===== src/rtl/cpu_types_pkg.sv =====
// Shared types for the dual-core coherence bus: word type, RAM status, request kinds.
// No logic beyond the round-robin pick helper.
package cpu_types_pkg;
    localparam int CPUS = 2;

    typedef logic [31:0] word_t;

    typedef enum logic [1:0] {FREE, BUSY, ACCESS, ERROR} ramstate_t;

    typedef enum logic [1:0] {REQ_DWB, REQ_INV, REQ_DRD, REQ_IFETCH} req_kind_t;

    // Both cores asking: the rr bit names the winner; otherwise the lone requester wins.
    function automatic logic rr_pick(input logic [CPUS-1:0] req, input logic rr);
        return (&req) ? rr : req[1];
    endfunction
endpackage


===== src/rtl/coherence_bus_if.sv =====
// Cache-side and RAM-side signal bundle of the coherence bus.
// slave = bus controller view, master = caches/RAM view.
interface coherence_bus_if;
    import cpu_types_pkg::*;

    logic  [CPUS-1:0] iREN;
    word_t [CPUS-1:0] iaddr;
    logic  [CPUS-1:0] dREN;
    logic  [CPUS-1:0] dWEN;
    word_t [CPUS-1:0] daddr;
    word_t [CPUS-1:0] dstore;
    logic  [CPUS-1:0] ccwrite;
    logic  [CPUS-1:0] iwait;
    logic  [CPUS-1:0] dwait;
    word_t [CPUS-1:0] iload;
    word_t [CPUS-1:0] dload;
    logic  [CPUS-1:0] ccwait;
    logic  [CPUS-1:0] ccinv;
    word_t [CPUS-1:0] ccsnoopaddr;
    logic             ramREN;
    logic             ramWEN;
    word_t            ramaddr;
    word_t            ramstore;
    word_t            ramload;
    ramstate_t        ramstate;

    modport slave (
        input  iREN, iaddr, dREN, dWEN, daddr, dstore, ccwrite, ramload, ramstate,
        output iwait, dwait, iload, dload, ccwait, ccinv, ccsnoopaddr,
               ramREN, ramWEN, ramaddr, ramstore
    );

    modport master (
        output iREN, iaddr, dREN, dWEN, daddr, dstore, ccwrite, ramload, ramstate,
        input  iwait, dwait, iload, dload, ccwait, ccinv, ccsnoopaddr,
               ramREN, ramWEN, ramaddr, ramstore
    );
endinterface


===== src/rtl/bus_arbiter.sv =====
// Priority + round-robin grant: dWEN > invalidate > dREN > iREN, core tie broken by rr.
// Latency: combinational; backpressure: none, the grant is only consumed in IDLE.
module bus_arbiter
    import cpu_types_pkg::*;
(
    input  logic [CPUS-1:0] dwen_req,
    input  logic [CPUS-1:0] inv_req,
    input  logic [CPUS-1:0] dren_req,
    input  logic [CPUS-1:0] iren_req,
    input  logic            rr,
    output logic            gnt_vld,
    output logic            gnt_core,
    output req_kind_t       gnt_kind
);
    always_comb begin
        gnt_vld  = 1'b1;
        gnt_core = 1'b0;
        gnt_kind = REQ_IFETCH;
        if (|dwen_req) begin
            gnt_kind = REQ_DWB;
            gnt_core = rr_pick(dwen_req, rr);
        end else if (|inv_req) begin
            gnt_kind = REQ_INV;
            gnt_core = rr_pick(inv_req, rr);
        end else if (|dren_req) begin
            gnt_kind = REQ_DRD;
            gnt_core = rr_pick(dren_req, rr);
        end else if (|iren_req) begin
            gnt_kind = REQ_IFETCH;
            gnt_core = rr_pick(iren_req, rr);
        end else begin
            gnt_vld = 1'b0;
        end
    end
endmodule


===== src/rtl/coherence_bus.sv =====
// Two-core snooping bus controller in front of a single RAM port (MSI-style snoop/invalidate, cache-to-cache).
// Latency: grant in IDLE, >=1 RAM cycle per transfer, +1 for snoop; backpressure: requester held via iwait/dwait until ACCESS.
module coherence_bus
    import cpu_types_pkg::*;
(
    input  logic           CLK,
    input  logic           RST,
    coherence_bus_if.slave bus
);
    typedef enum logic [2:0] {IDLE, IFETCH, DWB, SNOOP, DRD, C2C, INV} state_t;

    state_t    state_q, state_d;
    logic      rr_q, rr_d;
    logic      gnt_q, gnt_d;
    word_t     buf_q, buf_d;

    logic      gnt_vld;
    logic      gnt_core;
    req_kind_t gnt_kind;
    logic      c, o;
    logic      ram_done, ram_err;

    assign c        = gnt_q;
    assign o        = ~gnt_q;
    assign ram_done = (bus.ramstate == ACCESS);
    assign ram_err  = (bus.ramstate == ERROR);

    // A bare ccwrite in IDLE is a write-hit invalidate, not a snoop reply.
    bus_arbiter u_arb (
        .dwen_req (bus.dWEN),
        .inv_req  (bus.ccwrite & ~bus.dREN & ~bus.dWEN),
        .dren_req (bus.dREN),
        .iren_req (bus.iREN),
        .rr       (rr_q),
        .gnt_vld  (gnt_vld),
        .gnt_core (gnt_core),
        .gnt_kind (gnt_kind)
    );

    always_comb begin
        state_d = state_q;
        rr_d    = rr_q;
        gnt_d   = gnt_q;
        buf_d   = buf_q;

        bus.iwait       = '1;
        bus.dwait       = '1;
        bus.ccwait      = '0;
        bus.ccinv       = '0;
        bus.ccsnoopaddr = '0;
        bus.iload       = '0;
        bus.dload       = '0;
        bus.ramREN      = 1'b0;
        bus.ramWEN      = 1'b0;
        bus.ramaddr     = '0;
        bus.ramstore    = '0;

        case (state_q)
            IDLE: begin
                if (gnt_vld) begin
                    rr_d  = ~rr_q;
                    gnt_d = gnt_core;
                    case (gnt_kind)
                        REQ_DWB:    state_d = DWB;
                        REQ_INV:    state_d = INV;
                        REQ_DRD:    state_d = SNOOP;
                        REQ_IFETCH: state_d = IFETCH;
                    endcase
                end
            end
            IFETCH: begin
                bus.ramREN  = 1'b1;
                bus.ramaddr = bus.iaddr[c];
                if (ram_done && bus.iREN[c]) begin
                    bus.iwait[c] = 1'b0;
                    bus.iload[c] = bus.ramload;
                end
                if (ram_done || ram_err) state_d = IDLE;
            end
            DWB: begin
                bus.ramWEN   = 1'b1;
                bus.ramaddr  = bus.daddr[c];
                bus.ramstore = bus.dstore[c];
                if (ram_done && bus.dWEN[c]) bus.dwait[c] = 1'b0;
                if (ram_done || ram_err) state_d = IDLE;
            end
            SNOOP: begin
                bus.ccwait[o]      = 1'b1;
                bus.ccsnoopaddr[o] = bus.daddr[c];
                if (!bus.dREN[c]) begin
                    state_d = IDLE;
                end else if (bus.ccwrite[o]) begin
                    buf_d   = bus.dstore[o];
                    state_d = C2C;
                end else begin
                    state_d = DRD;
                end
            end
            DRD: begin
                bus.ramREN  = 1'b1;
                bus.ramaddr = bus.daddr[c];
                if (ram_done && bus.dREN[c]) begin
                    bus.dwait[c] = 1'b0;
                    bus.dload[c] = bus.ramload;
                end
                if (ram_done || ram_err) state_d = IDLE;
            end
            C2C: begin
                // Modified line supplied by the other cache is also written through to RAM.
                bus.ramWEN   = 1'b1;
                bus.ramaddr  = bus.daddr[c];
                bus.ramstore = buf_q;
                if (ram_done && bus.dREN[c]) begin
                    bus.dwait[c] = 1'b0;
                    bus.dload[c] = buf_q;
                end
                if (ram_done || ram_err) state_d = IDLE;
            end
            INV: begin
                bus.ccwait[o]      = 1'b1;
                bus.ccinv[o]       = 1'b1;
                bus.ccsnoopaddr[o] = bus.daddr[c];
                state_d            = IDLE;
            end
            default: state_d = IDLE;
        endcase
    end

    always_ff @(posedge CLK) begin
        if (RST) begin
            state_q <= IDLE;
            rr_q    <= 1'b0;
            gnt_q   <= 1'b0;
            buf_q   <= '0;
        end else begin
            state_q <= state_d;
            rr_q    <= rr_d;
            gnt_q   <= gnt_d;
            buf_q   <= buf_d;
        end
    end
endmodule


===== src/flat_wrapper.sv =====
// flat-port wrapper written by rule: the top's interface ports become plain ports
module coherence_bus_flat import cpu_types_pkg::*;
  (CLK, RST, bus_iREN, bus_iaddr, bus_dREN, bus_dWEN, bus_daddr, bus_dstore, bus_ccwrite, bus_ramload, bus_ramstate, bus_iwait, bus_dwait, bus_iload, bus_dload, bus_ccwait, bus_ccinv, bus_ccsnoopaddr, bus_ramREN, bus_ramWEN, bus_ramaddr, bus_ramstore);
  coherence_bus_if bus_i ();
  input  logic CLK;
  input  logic RST;
  input wire logic [$bits(bus_i.iREN)-1:0] bus_iREN;
  input wire logic [$bits(bus_i.iaddr)-1:0] bus_iaddr;
  input wire logic [$bits(bus_i.dREN)-1:0] bus_dREN;
  input wire logic [$bits(bus_i.dWEN)-1:0] bus_dWEN;
  input wire logic [$bits(bus_i.daddr)-1:0] bus_daddr;
  input wire logic [$bits(bus_i.dstore)-1:0] bus_dstore;
  input wire logic [$bits(bus_i.ccwrite)-1:0] bus_ccwrite;
  input wire logic [$bits(bus_i.ramload)-1:0] bus_ramload;
  input wire logic [$bits(bus_i.ramstate)-1:0] bus_ramstate;
  output wire logic [$bits(bus_i.iwait)-1:0] bus_iwait;
  output wire logic [$bits(bus_i.dwait)-1:0] bus_dwait;
  output wire logic [$bits(bus_i.iload)-1:0] bus_iload;
  output wire logic [$bits(bus_i.dload)-1:0] bus_dload;
  output wire logic [$bits(bus_i.ccwait)-1:0] bus_ccwait;
  output wire logic [$bits(bus_i.ccinv)-1:0] bus_ccinv;
  output wire logic [$bits(bus_i.ccsnoopaddr)-1:0] bus_ccsnoopaddr;
  output wire logic [$bits(bus_i.ramREN)-1:0] bus_ramREN;
  output wire logic [$bits(bus_i.ramWEN)-1:0] bus_ramWEN;
  output wire logic [$bits(bus_i.ramaddr)-1:0] bus_ramaddr;
  output wire logic [$bits(bus_i.ramstore)-1:0] bus_ramstore;
  assign bus_i.iREN = bus_iREN;
  assign bus_i.iaddr = bus_iaddr;
  assign bus_i.dREN = bus_dREN;
  assign bus_i.dWEN = bus_dWEN;
  assign bus_i.daddr = bus_daddr;
  assign bus_i.dstore = bus_dstore;
  assign bus_i.ccwrite = bus_ccwrite;
  assign bus_i.ramload = bus_ramload;
  assign bus_i.ramstate = bus_ramstate;
  assign bus_iwait = bus_i.iwait;
  assign bus_dwait = bus_i.dwait;
  assign bus_iload = bus_i.iload;
  assign bus_dload = bus_i.dload;
  assign bus_ccwait = bus_i.ccwait;
  assign bus_ccinv = bus_i.ccinv;
  assign bus_ccsnoopaddr = bus_i.ccsnoopaddr;
  assign bus_ramREN = bus_i.ramREN;
  assign bus_ramWEN = bus_i.ramWEN;
  assign bus_ramaddr = bus_i.ramaddr;
  assign bus_ramstore = bus_i.ramstore;
  coherence_bus u_core (.CLK(CLK), .RST(RST), .bus(bus_i));
endmodule

===== config.mk =====
export PLATFORM = sky130hd
export DESIGN_NAME = coherence_bus_flat
export DESIGN_NICKNAME = d
export VERILOG_FILES = /design/src/rtl/cpu_types_pkg.sv /design/src/rtl/coherence_bus_if.sv /design/src/rtl/bus_arbiter.sv /design/src/rtl/coherence_bus.sv /design/src/flat_wrapper.sv
export SDC_FILE = /design/constraint.sdc
export NUM_CORES = 1
export LEC_CHECK = 0
export BUFFER_PORTS_ARGS = -buffer_cell sky130_fd_sc_hd__buf_4
export CAP_MARGIN = 20
export CORE_AREA = 2 2 198 200
export CTS_CLUSTER_SIZE = 16
export DETAILED_ROUTE_END_ITERATION = 16
export DIE_AREA = 0 0 200 202
export GPL_TIMING_DRIVEN = 0
export PLACE_DENSITY = 0.38
export SLEW_MARGIN = 20
export SYNTH_ARGS = -nofsm -noshare
export SYNTH_HDL_FRONTEND = slang
export SYNTH_HIERARCHICAL = 1
export SYNTH_SLANG_ARGS = --single-unit

===== constraint.sdc =====
create_clock -name CLK -period 2.6 [get_ports CLK]
set_clock_uncertainty 0.05 [all_clocks]
set_input_delay 0 -clock CLK [delete_from_list [all_inputs] [get_ports CLK]]
set_output_delay 0 -clock CLK [all_outputs]
set_load 0.01 [all_outputs]

==> run_results.csv, run 1 <==
group,metric,value,unit
clocking,ctsHoldBuffers,0,
layout,final_cell_mix,"buf_4 (506), nor2_1 (107), mux2i_1 (99), and2_1 (98), nand2_1 (68)",
floorplanning,design.core.area,38290,um^2
run,max-cap-violations,0,
drt,drt-pass1-iter-count,4,
pwr,seq_power_share,18.3,%
clocking,cts_root_buffer,"clkbuf_16",
timing,setup_viol,0,
synth,synth_cells,738,
drt,wl,39540,um
pwr,p_comb_share,63.4,%
drt,drtAntennaViolNets,0,
layout,drive_gt1_share,49.64,%
drt,drtIter0Drc,226,
floorplanning,dieArea,40400,um^2
worst_setup_path,worstSetupPathType,"reg -> out",
global_route,grt_pass1_vias,7747,
placed_design,dpl_cell_area,9656,um^2
clocking,cts_tree,"built",
timing,worst_slew_pin_slew,0.8178,ns
synth,yosysTopAreaCell,"mux2i_1",
global_route,grt.overflow.total,0,
global_route,grt_usage,18.59,%
clocking,cts_made_buffers,5,
synth,syn_avg_cell_area,7.129,um^2
timing,fmax,0.4146,GHz
floorplanning,core.rowCount,72,
worst_setup_path,ff2ff_path_depth,6,
synth,ys_seq_elements,37,
global_route,antenna_found_initial,5,
layout,num-fill-cells,4346,
drt,drcViolationCount,0,
drt,viasPerCell,4.245,
timing,max-slew-margin-rel,45.48,%
timing,whs,0.02278,ns
pwr,internal_power,1.936,mW
timing,post-route-min-period,2.412,ns
worst_setup_path,start_kind,"register",
placed_design,dp.final_hpwl,32880,um
timing,slew_violations,0,
synth,async_flop_share,0,%
worst_setup_path,rrSetupSlack,0.63,ns
global_route,grt_max_degree,12,
layout,final_common_cell,"buf_4",
synth,synthFlopType,"dfxtp_1",
synth,synth.top_cell.area_share,18.83,%
synth,synth_cell_type_count,40,
clocking,clock_path_buffers,2,
synth,synth.area.top_cells,"mux2i_1 (19%), dfxtp_1 (14%), and2_1 (12%), nor2_1 (7.6%), mux2_2 (6.8%)",
worst_hold_path,hold_path_depth,3,
pwr,ir_drop,0.2400,mV
placed_design,port_buffers,499,
worst_setup_path,reg2reg_to,"u_core/buf_q[26]$_SDFFE_PP0P_",
worst_setup_path,crit_arrival,2.36,ns
worst_hold_path,min_to,"u_core/buf_q[22]$_SDFFE_PP0P_",
synth,yosys_warnings,6,
worst_setup_path,timing.rr.start,"u_core/state_q[1]$_SDFFE_PP0P_",
pwr,p_switching,1.487,mW
worst_setup_path,critPathRequiredTime,2.55,ns
worst_setup_path,cp_max_fo,10,
drt,wl_per_cell,22.42,um
drt,vias,7488,
synth,synth.net_count,974,
floorplanning,chipWidth,200,um
timing,rsz0062_at_grt,"no",
layout,final_area,9829,um^2
worst_hold_path,hold_class,"in -> reg",
layout,syn2layout_area_growth,86.83,%
clocking,path_clk_slew,0.07,ns
clocking,clk-insertion-delay-late,0.28,ns
clocking,numClockSinks,37,
pwr,power_density,348.3,nW/um^2
pwr,leakage,4.489,nW
timing,fin_crit_sh,92.77,%
placed_design,gp_routability_congestion,0.8372,
clocking,cts-htree-levels,2,
worst_hold_path,holdCritStartpoint,"bus_dstore[54]",
floorplanning,pin_count,502,
floorplanning,start_util,13.74,%
worst_setup_path,cp-end-kind,"output port",
timing,final_hold_viol_count,0,
synth,synth_edf_count,0,
global_route,grt_pass1_wl,54050,um
pwr,power_frac_clock,18.3,%
synth,yosysSeqAreaShare,14.08,%
synth,syn_area,5261,um^2
pwr,switching_share,43.44,%
status,status,"complete, no violations",
layout,fin_nets,1478,
floorplanning,die_h,202,um
## worst max-delay path, cell delays in order, from the launching register on
cell and delay (ns):
dfxtp_1 0.29, buf_2 0.16, buf_4 0.21, a21oi_4 0.34
and3_2 0.38, clkbuf_2 0.31, and2_1 0.24, buf_4 0.14
## worst max-delay path by stage
| stage | startpoint | endpoint | slack [ns] | cells past startpoint |
|---|---|---|---|---|
| 4_1_cts | u_core/c$_SDFFE_PP0P_ | bus_iload[47] | 0.01 | 7 |
| 3_3_place_gp | u_core/c$_SDFFE_PP0P_ | bus_iload[11] | -0.18 | 7 |
| 2_1_floorplan | bus_dREN[1] | u_core/state_q[2]$_SDFFE_PP0P_ | 0.79 | 7 |
| 6_report | u_core/c$_SDFFE_PP0P_ | bus_iload[11] | 0.19 | 7 |
| 5_1_grt | u_core/c$_SDFFE_PP0P_ | bus_iload[11] | 0.01 | 7 |
| 3_5_place_dp | u_core/c$_SDFFE_PP0P_ | bus_iload[11] | -0.25 | 7 |
## layout make-up
cell class,count,area [um^2],area share [%]
Antenna cell,3,7.507,0.07637
Sequential cell,37,740.7,7.536
Multi-Input combinational cell,616,4134,42.06
Tap cell,518,648.1,6.594
Clock buffer,6,128.9,1.311
Clock inverter,2,10.01,0.1018
Inverter,10,37.54,0.3819
Buffer,72,369.1,3.755
Timing Repair Buffer,500,3754,38.19
## registers in the layout, indices dropped and copies added, names as in the netlist
register	count
u_core/buf_q	32
u_core/c	1
u_core/rr_q	1
u_core/state_q	3
## power by group through the flow
stage                     clock network [mW]  logic (mW)  registers, mW
after floorplan                            0        1.03          0.628
after global placement                     0        2.20          0.638
after detailed placement                   0        2.20          0.638
after CTS                              0.667        2.22          0.626
after global routing                   0.683        2.34          0.630
final                                  0.625        2.17          0.626
## stage by stage
stage          worst slack [ns]  power [mW]  TNS, ns  utilization [%]  std cells
3_3_place_gp            -0.1845       2.838  -0.8679            25.22       1755
2_1_floorplan            0.7937       1.656        0                -        738
3_5_place_dp            -0.2467       2.839   -2.208            25.22       1755
5_1_grt                 0.01137       3.656        0            25.67       1764
4_1_cts                 0.01093       3.510        0            25.64       1762
6_report                 0.1880       3.424        0            25.67       1764
## metal layers
metal / up-vias / wire [um] / GRT usage [%] / share of wire [%]
met5: - / 23 / 0 / 0.058
met4: 4 / 488 / 4.021 / 1.2
met3: 20 / 2690 / 3.571 / 6.8
met2: 322 / 21600 / 37.40 / 55
met1: 3567 / 14740 / 19.45 / 37
li1: 3575 / - / - / -
## repair_timing
action / CTS / global route
pin swaps: 1 / 0
resized for setup: 10 / 10
cloned: 0 / 0
setup endpoints to repair: 75 / 49
buffers inserted: 1 / 0
## synthesized netlist by cell type (all sizes together) (3+ instances only)
master and count:
buf 39, dfxtp 37, inv 10, o21ai 66
nand2 69, nor4b 3, nor2b 3, a211oi 34
and2 98, and3 36, a22oi 32, a31oi 3
clkbuf 36, nor3 5, mux2 32, a21oi 5
nand2b 5, nor2 109, mux2i 99
## logic make-up after synthesis
group | synth area share, %
buffers and inverters | 7.634
DFF | 14.08
xor gates and xnor gates | 0.3330
and+or+nand+nor | 32.65
muxes | 25.68
AOI/OAI and AO/OA | 19.62
No activity file was read; power rests on OpenSTA's default activity.
==> run 2: changes to the inputs <==
--- a/config.mk
+++ b/config.mk
@@ -12,7 +12,7 @@
 export DETAILED_ROUTE_END_ITERATION = 16
 export DIE_AREA = 0 0 200 202
 export GPL_TIMING_DRIVEN = 0
-export PLACE_DENSITY = 0.38
+export PLACE_DENSITY = 0.33
 export SLEW_MARGIN = 20
 export SYNTH_ARGS = -nofsm -noshare
 export SYNTH_HDL_FRONTEND = slang
==> run_results.csv, run 2 (synthesized netlist as in run 1, its figures left out) <==
group,metric,value,unit
drt,drt-pass1-iter-count,6,
layout,largest_register_ffs,32,
pwr,switching_share,42.05,%
floorplanning,pin_count,502,
clocking,path_clk_slew,0.07,ns
pwr,internal_power,2.065,mW
layout,num-fill-cells,4318,
layout,final_common_cell,"buf_4",
timing,rsz0062_at_grt,"no",
clocking,cts_tree,"built",
floorplanning,chipWidth,200,um
timing,slew_violations,0,
drt,drtAntennaViolNets,0,
clocking,clock_path_buffers,2,
global_route,grt_max_degree,13,
pwr,power_density,360.7,nW/um^2
global_route,grt_pass1_wl,55320,um
placed_design,dpl_cell_area,9656,um^2
worst_setup_path,start_kind,"register",
worst_setup_path,cp-end-kind,"output port",
timing,fmax,0.4124,GHz
worst_hold_path,hold_class,"in -> reg",
pwr,power_frac_clock,21.4,%
drt,wl,40470,um
placed_design,dp.final_hpwl,33650,um
global_route,grt.overflow.total,0,
floorplanning,dieArea,40400,um^2
floorplanning,core.rowCount,72,
layout,syn2layout_area_growth,87.80,%
floorplanning,die_h,202,um
drt,drtIter0Drc,224,
clocking,numClockSinks,37,
placed_design,gp_routability_congestion,0.8373,
drt,viasPerCell,4.162,
placed_design,pre_cts_ws,0.01124,ns
worst_setup_path,critPathRequiredTime,2.55,ns
floorplanning,start_util,13.74,%
clocking,cts-htree-levels,2,
pwr,ir_drop,0.2480,mV
pwr,p_comb_share,61.1,%
worst_setup_path,cp_max_fo,10,
timing,worst_slew_pin_slew,0.7971,ns
global_route,grt_pass1_vias,7682,
timing,fin_ws,0.1749,ns
global_route,grt_usage,19.12,%
layout,drive_gt1_share,49.64,%
timing,fin_setup_tns,0,ns
timing,setup_viol,0,
timing,max-slew-margin-rel,46.86,%
layout,stdcell_count,1769,
pwr,seq_power_share,17.5,%
worst_setup_path,crit_arrival,2.38,ns
timing,post-route-min-period,2.425,ns
run,max-cap-violations,0,
floorplanning,design.core.area,38290,um^2
global_route,antenna_found_initial,6,
layout,fin_nets,1480,
placed_design,port_buffers,499,
pwr,leakage,4.505,nW
layout,final_area,9881,um^2
drt,vias,7363,
clocking,ctsHoldBuffers,0,
status,status,"complete, no violations",
clocking,clk-insertion-delay-late,0.29,ns
drt,drcViolationCount,0,
layout,regMostFlops,"u_core/buf_q",
clocking,cts_root_buffer,"clkbuf_16",
timing,final_hold_viol_count,0,
layout,final_cell_mix,"buf_4 (506), nor2_1 (107), mux2i_1 (99), and2_1 (98), nand2_1 (69)",
timing,fin_crit_sh,93.27,%
worst_setup_path,worstSetupPathType,"reg -> out",
pwr,p_switching,1.499,mW
clocking,cts_made_buffers,5,
layout,top_regs,"u_core/buf_q x32, u_core/state_q x3",
drt,wl_per_cell,22.88,um
placed_design,placed_cells,1755,
==> run 2: layout make-up <==
type                    count  area [um^2]  share of cell area, %
well taps                 518        648.1                  6.559
repair buffers            500         3754                  37.99
clock buffers               6        138.9                  1.406
multi-input cells         616         4131                  41.81
diodes                      6        15.01                 0.1520
inverters                  10        37.54                 0.3799
flip-flops and latches     37        740.7                  7.497
clock inverters             2        37.54                 0.3799
plain buffers              74        377.9                  3.824
==> run 2: power by group through the flow <==
stage | Combinational [mW] | Clock (mW) | Sequential, mW
detailed placement | 2.23 | 0 | 0.636
floorplan | 1.03 | 0 | 0.628
global placement | 2.22 | 0 | 0.637
global route | 2.35 | 0.808 | 0.628
CTS | 2.24 | 0.794 | 0.624
finish | 2.18 | 0.761 | 0.625
==> run 2: critical path, cell delays in order (launching register included) <==
cell and delay [ns]:
dfxtp_1 0.29, buf_2 0.17, nor2_1 0.31, nand2_1 0.36, clkbuf_1 0.36, o21ai_1 0.39
buf_4 0.19
==> run 2: repair_timing <==
action	4_1_cts	5_1_grt
endpoints found under the setup margin	33	50
buffers inserted	1	0
pin swaps	1	0
gates resized for setup	7	15
==> run 2: per-layer routing <==
metal	part of all wire [%]	track usage, %
met5	0.057	0
met4	1.2	3.571
met3	7.3	4.372
met2	55	38.16
met1	37	20.03
==> run 2: path summary, 6_finish.rpt <==
path                                   from                       endpoint  slack (ns)  cells after the start
max          u_core/state_q[0]$_SDFFE_PP0P_               bus_ramstore[13]        0.17                      6
min                          bus_dstore[55]  u_core/buf_q[23]$_SDFFE_PP0P_        0.02                      3
max reg2reg  u_core/state_q[1]$_SDFFE_PP0P_  u_core/buf_q[28]$_SDFFE_PP0P_        0.61                      6
min reg2reg    u_core/buf_q[1]$_SDFFE_PP0P_   u_core/buf_q[1]$_SDFFE_PP0P_        0.47                      2
==> run 2: through the flow <==
step                      power (mW)  utilization (%)  hold WS [ns]
after global placement         2.857            25.22        0.2477
final                          3.564            25.81       0.01898
after detailed placement       2.863            25.22        0.2458
after CTS                      3.659            25.74       0.01349
after global routing           3.789            25.79       0.04446
after floorplan                1.656                -       0.05863
